## config.mk

```make
export PLATFORM = sky130hd
export DESIGN_NAME = alu_arbiter
export DESIGN_NICKNAME = d
export VERILOG_FILES = /design/src/rtl/alu_arbiter.sv
export SDC_FILE = /design/constraint.sdc
export NUM_CORES = 1
export LEC_CHECK = 0
export BUFFER_PORTS_ARGS = -buffer_cell sky130_fd_sc_hd__buf_4
export CORE_AREA = 2 2 119 121
export DETAILED_ROUTE_END_ITERATION = 10
export DIE_AREA = 0 0 121 123
export GPL_ROUTABILITY_DRIVEN = 0
export GPL_TIMING_DRIVEN = 0
export PLACE_DENSITY = 0.79
export RECOVER_POWER = 50
export SLEW_MARGIN = 25
export SYNTH_ARGS = -nofsm -noshare
export SYNTH_HDL_FRONTEND = slang
export SYNTH_SLANG_ARGS = --single-unit
export TNS_END_PERCENT = 50
```

## constraint.sdc

```tcl
create_clock -name clk -period 2.4 [get_ports clk]
set_input_delay 0.48 -clock clk [delete_from_list [all_inputs] [get_ports clk]]
set_output_delay 0.48 -clock clk [all_outputs]
set_load 0.02 [all_outputs]
```

## src/rtl/alu_arbiter.sv

```systemverilog
// alu_arbiter: round-robin arbiter that lets two requesters share one combinational ALU.
// Each transaction takes one IDLE accept cycle, one EXEC cycle and a RESP hold phase.
// Only one transaction is in flight at a time.
//
// Ports
//   clk, rst                       clock; synchronous active-high reset
//   reqN_valid/ready               request handshake for requester N (0/1)
//   reqN_a, reqN_b, reqN_con       operands and ALU op code for requester N
//   rspN_valid/ready               response handshake for requester N
//   rsp_res, rsp_flags             shared result and {err, neg, carry, overflow, zero}
//   alu_a, alu_b, alu_con          operands and op code to the external ALU
//   alu_res, alu_neg, alu_carry,
//   alu_overflow, alu_zero         result and flags from the external ALU
//   busy                           high whenever the FSM is not idle
//   op_count                       count of completed transactions, wraps at 16 bits
module alu_arbiter #(
  parameter int unsigned XLEN = 32
) (
  input  logic            clk,
  input  logic            rst,
  input  logic            req0_valid,
  output logic            req0_ready,
  input  logic [XLEN-1:0] req0_a,
  input  logic [XLEN-1:0] req0_b,
  input  logic [3:0]      req0_con,
  input  logic            req1_valid,
  output logic            req1_ready,
  input  logic [XLEN-1:0] req1_a,
  input  logic [XLEN-1:0] req1_b,
  input  logic [3:0]      req1_con,
  output logic            rsp0_valid,
  input  logic            rsp0_ready,
  output logic            rsp1_valid,
  input  logic            rsp1_ready,
  output logic [XLEN-1:0] rsp_res,
  output logic [4:0]      rsp_flags,
  output logic [XLEN-1:0] alu_a,
  output logic [XLEN-1:0] alu_b,
  output logic [3:0]      alu_con,
  input  logic [XLEN-1:0] alu_res,
  input  logic            alu_neg,
  input  logic            alu_carry,
  input  logic            alu_overflow,
  input  logic            alu_zero,
  output logic            busy,
  output logic [15:0]     op_count
);

  typedef enum logic [1:0] {StIdle, StExec, StResp} state_t;

  state_t            state_q, state_d;
  logic [XLEN-1:0]   a_q, b_q, res_q;
  logic [3:0]        con_q;
  logic [4:0]        flags_q;
  logic              owner_q;
  logic              last_q;
  logic [15:0]       count_q;

  logic              grant;
  logic              accept;
  logic              in_idle, in_exec, in_resp;
  logic              rsp_done;
  logic              illegal, arith;
  logic [XLEN-1:0]   res_d;
  logic [4:0]        flags_d;

  // Outputs are gated by rst so that they read zero combinationally while reset is held.
  assign in_idle = (state_q == StIdle) && !rst;
  assign in_exec = (state_q == StExec) && !rst;
  assign in_resp = (state_q == StResp) && !rst;

  // Tie goes to the requester not served last; otherwise the sole valid requester wins.
  assign grant = (req0_valid && req1_valid) ? ~last_q : req1_valid;

  assign req0_ready = in_idle && req0_valid && !grant;
  assign req1_ready = in_idle && req1_valid && grant;
  assign accept     = req0_ready || req1_ready;

  assign rsp0_valid = in_resp && !owner_q;
  assign rsp1_valid = in_resp && owner_q;
  // Non-owner rsp_ready is ignored because its rsp_valid is low.
  assign rsp_done   = (rsp0_valid && rsp0_ready) || (rsp1_valid && rsp1_ready);

  assign rsp_res   = in_resp ? res_q : '0;
  assign rsp_flags = in_resp ? flags_q : 5'b0;

  assign alu_a   = in_exec ? a_q : '0;
  assign alu_b   = in_exec ? b_q : '0;
  assign alu_con = in_exec ? con_q : 4'b0;

  assign busy     = (state_q != StIdle) && !rst;
  assign op_count = count_q;

  // Result shaping: codes above 1100 report an error and ignore the ALU; carry and
  // overflow are meaningful only for add/sub.
  assign illegal = con_q > 4'd12;
  assign arith   = (con_q == 4'd0) || (con_q == 4'd1);

  always_comb begin
    res_d   = '0;
    flags_d = 5'b10000;
    if (!illegal) begin
      res_d   = alu_res;
      flags_d = {1'b0, alu_neg, arith && alu_carry, arith && alu_overflow, alu_zero};
    end
  end

  always_comb begin
    state_d = state_q;
    unique case (state_q)
      StIdle:  if (accept) state_d = StExec;
      StExec:  state_d = StResp;
      StResp:  if (rsp_done) state_d = StIdle;
      default: state_d = StIdle;
    endcase
  end

  always_ff @(posedge clk) begin
    if (rst) begin
      state_q <= StIdle;
      a_q     <= '0;
      b_q     <= '0;
      con_q   <= 4'b0;
      owner_q <= 1'b0;
      last_q  <= 1'b1;
      res_q   <= '0;
      flags_q <= 5'b0;
      count_q <= 16'h0000;
    end else begin
      state_q <= state_d;
      if (accept) begin
        a_q     <= grant ? req1_a : req0_a;
        b_q     <= grant ? req1_b : req0_b;
        con_q   <= grant ? req1_con : req0_con;
        owner_q <= grant;
      end
      if (state_q == StExec) begin
        res_q   <= res_d;
        flags_q <= flags_d;
      end
      if (rsp_done) begin
        last_q  <= owner_q;
        count_q <= count_q + 16'd1;
      end
    end
  end

endmodule

```

* Word level (Yosys, flattened, before mapping)
Index checks and enable logic that the tools add are counted.
** Operators by class
- Add/sub/neg operators :: 1
- Multiply operators :: 0
- Divide/modulo/power cells :: 0
- Magnitude comparators :: 1
- Equality and inequality tests :: 5
- Shift-type cells :: 0
- Muxes and demuxes :: 14
- Bitwise gates (word level) :: 1
- Reduce and logical (&&, ||, !) cells :: 25
** Operators with widths (number)
- $mux W32 :: 6
- $add A16 B1 Y16 const B :: 1
- $logic_and A1 B1 Y1 :: 15
- $mux W5 :: 2
- $mux W4 :: 2
- $pmux W2 S3 :: 1
- $eq A4 B1 Y1 const B :: 1
- $gt A4 B4 Y1 const B :: 1
- $logic_not A4 Y1 :: 1
- $mux W2 :: 2
- $ne A2 B2 Y1 const B :: 2
- $logic_not A1 Y1 :: 3
- $logic_or A1 B1 Y1 :: 3
- $eq A2 B1 Y1 const B :: 1
- $eq A2 B2 Y1 const B :: 1
- $logic_not A2 Y1 :: 1
- $reduce_and A2 Y1 :: 1
- $reduce_bool A2 Y1 :: 1
- $mux W1 :: 1
- $not A1 Y1 :: 1
** Word-level totals
- Bits in registers :: 125
- Latch bits :: 0
- Memory bits (writable) :: 0
- Bits in read-only memories :: 0
- Bits of input ports :: 178
- Output and inout port bits :: 126
- Logic and storage cells :: 56
- Memories :: 0

* Logic depth before layout (Yosys ltp)
- Word-level depth :: 7
- Depth in mapped cells :: 6
- Depth with buffers taken out :: 4

* Least setup slack after synthesis
OpenSTA, ideal clock, no wires.
- Kind :: input-to-output
- Start point :: input port req1_valid
- End point :: output port req1_ready
- Arrival time :: 1.567 ns
- Setup slack :: 0.353 ns
- Cell stages on the path :: 4
- Cells stage by stage :: a21boi_0 -> clkbuf_1 -> buf_1 -> and2_1
** Between the ends
- Word-level cells in the longest chain between the ends :: 3
** Ends and longest elaborated chain
- start: declaration :: line 26 : input logic req1_valid,
- $logic_and A1 B1 Y1 :: line 73 : assign grant = (req0_valid && req1_valid) ? ~last_q : req1_valid;
- $mux W1 :: line 73
- $logic_and A1 B1 Y1 * :: line 76 : assign req1_ready = in_idle && req1_valid && grant;
- end: declaration :: line 27 : output logic req1_ready,
Mark *: on every way between the ends. The rest lies on a longest branch, timed or not.

* Worst setup path in the final report
- Start point :: register state_q[1]
- End point :: output port alu_b[20]
** Between the ends
- Word-level cells in the longest chain between the ends :: 3
** Ends and longest elaborated chain
- start: declaration :: line 51 : state_t state_q, state_d;
- start signal: assignment :: line 120 : state_q <= StIdle;
- start signal: assignment :: line 130 : state_q <= state_d;
- $eq A2 B1 Y1 :: line 69 : assign in_exec = (state_q == StExec) && !rst;
- $logic_and A1 B1 Y1 :: line 69
- $mux W32 :: line 88 : assign alu_b = in_exec ? b_q : '0;
- end: declaration :: line 38 : output logic [XLEN-1:0] alu_b,
No other way between the ends.

==> reports/qor.txt <==
Logic pwr share -> 0.168
synth-to-layout area growth -> 51.71%
CP cell instances -> nand2b_4, nor2_4, clkbuf_8, clkbuf_2, and2_1, buf_4
final setup violation count -> 0
Final Skew -> 0.008005 ns
Initial Utilization -> 0.4277
RSZ-0062 raised after global routing -> false
Die Height -> 123 µm
Die Area -> 14880 µm²
# hold bufs at CTS -> 0
global-route wire length before repair -> 28880 µm
Power per Cell Area -> 663.1 nW/µm²
GRT Total Usage -> 0.2535
# IOs -> 304
combined area of the multi-input logic cells -> 3114 µm²
Reg2Reg Depth -> 6
Setup crit start -> state_q[1]$_SDFFE_PP0P_
HPWL after DPL -> 14700 µm
row count -> 43
CTS buffer count -> 17
switch share -> 0.2522
Max clock buf depth -> 2
outcome -> finished clean
CTS H-tree lvls -> 4
# DRC -> 0
total vias in the final route -> 5904
vias per inst -> 5.029
vias in the first global route -> 5650
die width -> 121 µm
Fill cells -> 1247
Layout Cells excl Fill -> 1174
EDFF count, synth -> 0
initial antenna violation count -> 0
Setup crit end kind -> primary output
pin count of the biggest net entering global routing -> 17
Net Count, Synth -> 840
synthesized flop and latch total -> 125
number of port buffers -> 303
leakage -> 3.856 nW
cells after synthesis -> 661
asr flop ratio synth -> 0
Max stage delay cell, worst path -> dfxtp_1
Hold Crit Class -> in2reg
R2R Setup Slk -> 0.31 ns
Most used DFF post-synth -> dfxtp_1
Net Sw Power -> 1.477 mW
Crit Path Max Fanout -> 10
first drt pass iteration count -> 4
worst-skew pair later-pin latency -> 0.41 ns
TritonCTS clock tree -> built
max-slew violations -> 0
RR Startpoint -> state_q[0]$_SDFFE_PP0P_
Final Hold Vio Count -> 0
maximum vdd drop -> 0.4457 mV
fraction of layout instances using a drive strength above 1 -> 0.3219
Post-Route WL -> 19110 µm
Reg area -> 2504 µm²
sequential area share after synthesis -> 0.4298
cell total after placement -> 1144
Antenna Cells -> 0
DRT iter0 DRCs -> 260
Setup WS pre-CTS -> -0.4284 ns
data arrival at the endpoint of the critical path -> 1.78 ns
CP Launch Type -> flop
max incr delay on CP -> 0.34 ns
share of power burned in the clock network -> 0.435
post-layout min period -> 2.263 ns
Synth Cell Area -> 5822 µm²
CTS Sinks -> 125
Final Core Density -> 0.6489
Distinct cells, synth -> 35
Max-slew headroom -> 0.4895
synthesized area per cell -> 8.808 µm²
Sequential Power Share -> 0.397
wire per inst -> 16.28 µm
CTS Root Buffer Type -> clkbuf_16
Final Cycle Share -> 0.9430
global route total overflow -> 0
Clk pin slew, worst setup/hold paths -> 0.05 ns
r2r endpoint -> a_q[24]$_SDFFE_PP0P_
Int Power -> 4.380 mW
Setup Crit Path Kind -> reg2out
Slew @ Worst Pin -> 0.7657 ns
metal2 WL -> 9641 µm
DR WL met3 -> 1585 µm
final worst slack -> 0.1369 ns
maxcap violations -> 0
Ys Warns -> 0
CP required -> 1.92 ns
final hold slack -> 0.3044 ns
Core Box Area -> 13610 µm²
wl on met1 -> 7402 µm
Fmax -> 0.4419 GHz
uppermost routed layer -> met4
antenna-violating nets left -> 0
Design Power -> 5.857 mW
crit path to -> alu_b[20]
Final nets -> 1161
## cells in the mapped netlist, types with 4 or more instances
cell type	n	area (µm²)
nand4_1	4	25.02
or3_1	4	25.02
or4_1	4	30.03
nand2b_1	4	25.02
a22oi_1	37	277.8
xor2_1	4	35.03
clkbuf_1	49	183.9
a211oi_1	68	510.5
and2_1	109	681.9
nand2_1	12	45.04
mux2i_1	70	700.7
nor2_1	118	442.9
nand3_1	7	35.03
buf_2	5	25.02
a21oi_1	10	50.05
o21ai_0	5	25.02
dfxtp_1	125	2502
## critical path: cells and delay by family (launching register included)
kind | cells | cell delay [ns]
buffers and inverters | 3 | 0.54
AND/OR/NAND/NOR | 3 | 0.50
flip-flops | 1 | 0.34
## layout by cell type (no fill, tap or decap), types with 5 or more instances in the layout
cell / synthesis / routed
clkbuf_1: 49 / 75
clkbuf_8: 0 / 6
clkbuf_16: 0 / 17
a211oi_1: 68 / 68
nor2_1: 118 / 117
nand3_1: 7 / 7
nand2_1: 12 / 12
buf_4: 0 / 268
clkbuf_2: 0 / 9
o21ai_0: 5 / 5
and2_1: 109 / 108
mux2i_1: 70 / 70
a21oi_1: 10 / 10
buf_2: 5 / 5
a22oi_1: 37 / 37
dfxtp_1: 125 / 124
## through the flow
step	TNS (ns)	instance area [µm²]
6_report	0	8832
5_1_grt	0	8832
4_1_cts	-0.03825	8970
3_5_place_dp	-9.503	8322
3_3_place_gp	-9.114	8322
2_1_floorplan	0	5822
## sequential cells by signal, indices dropped and copies added (netlist names)
register and flops:
b_q 32, a_q 32, op_count 16, last_q 1
res_q 32, state_q 2, flags_q 5, con_q 4
owner_q 1
## routing by layer
| metal | track usage | vias to the layer above |
|---|---|---|
| li1 | - | 2958 |
| met1 | 0.2765 | 2691 |
| met2 | 0.4537 | 222 |
| met3 | 0.08764 | 33 |
| met4 | 0.09520 | 0 |
| met5 | 0 | - |
## power groups by stage
stage,logic [mW],registers [mW],clock network (mW)
CTS,1.00,2.32,2.58
global placement,0.969,2.36,0
detailed placement,0.981,2.37,0
floorplan,0.557,2.34,0
finish,0.985,2.32,2.55
global route,1.09,2.35,2.67
## final cells by class
type | count | area share
multi-input cells | 479 | 0.3526
repair buffers | 305 | 0.2445
flip-flops and latches | 125 | 0.2835
plain buffers | 54 | 0.02734
clock buffers | 25 | 0.05723
clock inverters | 6 | 0.009350
well taps | 180 | 0.02550
## cell families after synthesis
kind of cell / Yosys count / synth area share
xor+xnor: 4 / 0.006017
flops: 125 / 0.4298
mux: 72 / 0.1242
simple gates: 274 / 0.2418
compound gates: 128 / 0.1582
buf+inv: 57 / 0.03782
fa+ha+maj: 1 / 0.002149
## what timing repair did
item	4_1_cts	5_1_grt
resized for setup	22	4
pin swaps	1	1
setup buffers	1	1
gates cloned	0	0
setup endpoints to repair	109	91
## worst min-delay path by stage
stage	start	end	slack [ns]	depth (start not counted)
floorplan	flags_q[0]$_SDFFE_PP0N_	flags_q[0]$_SDFFE_PP0N_	0.47	2
global placement	op_count[5]$_SDFFE_PP0P_	op_count[5]$_SDFFE_PP0P_	0.47	1
detailed placement	op_count[5]$_SDFFE_PP0P_	op_count[5]$_SDFFE_PP0P_	0.48	1
CTS	alu_carry	flags_q[2]$_SDFFE_PP0N_	0.29	3
global route	alu_res[8]	res_q[8]$_SDFFE_PP0N_	0.31	3
finish	alu_zero	flags_q[0]$_SDFFE_PP0N_	0.30	3
Power figures use the tool's default switching activity.
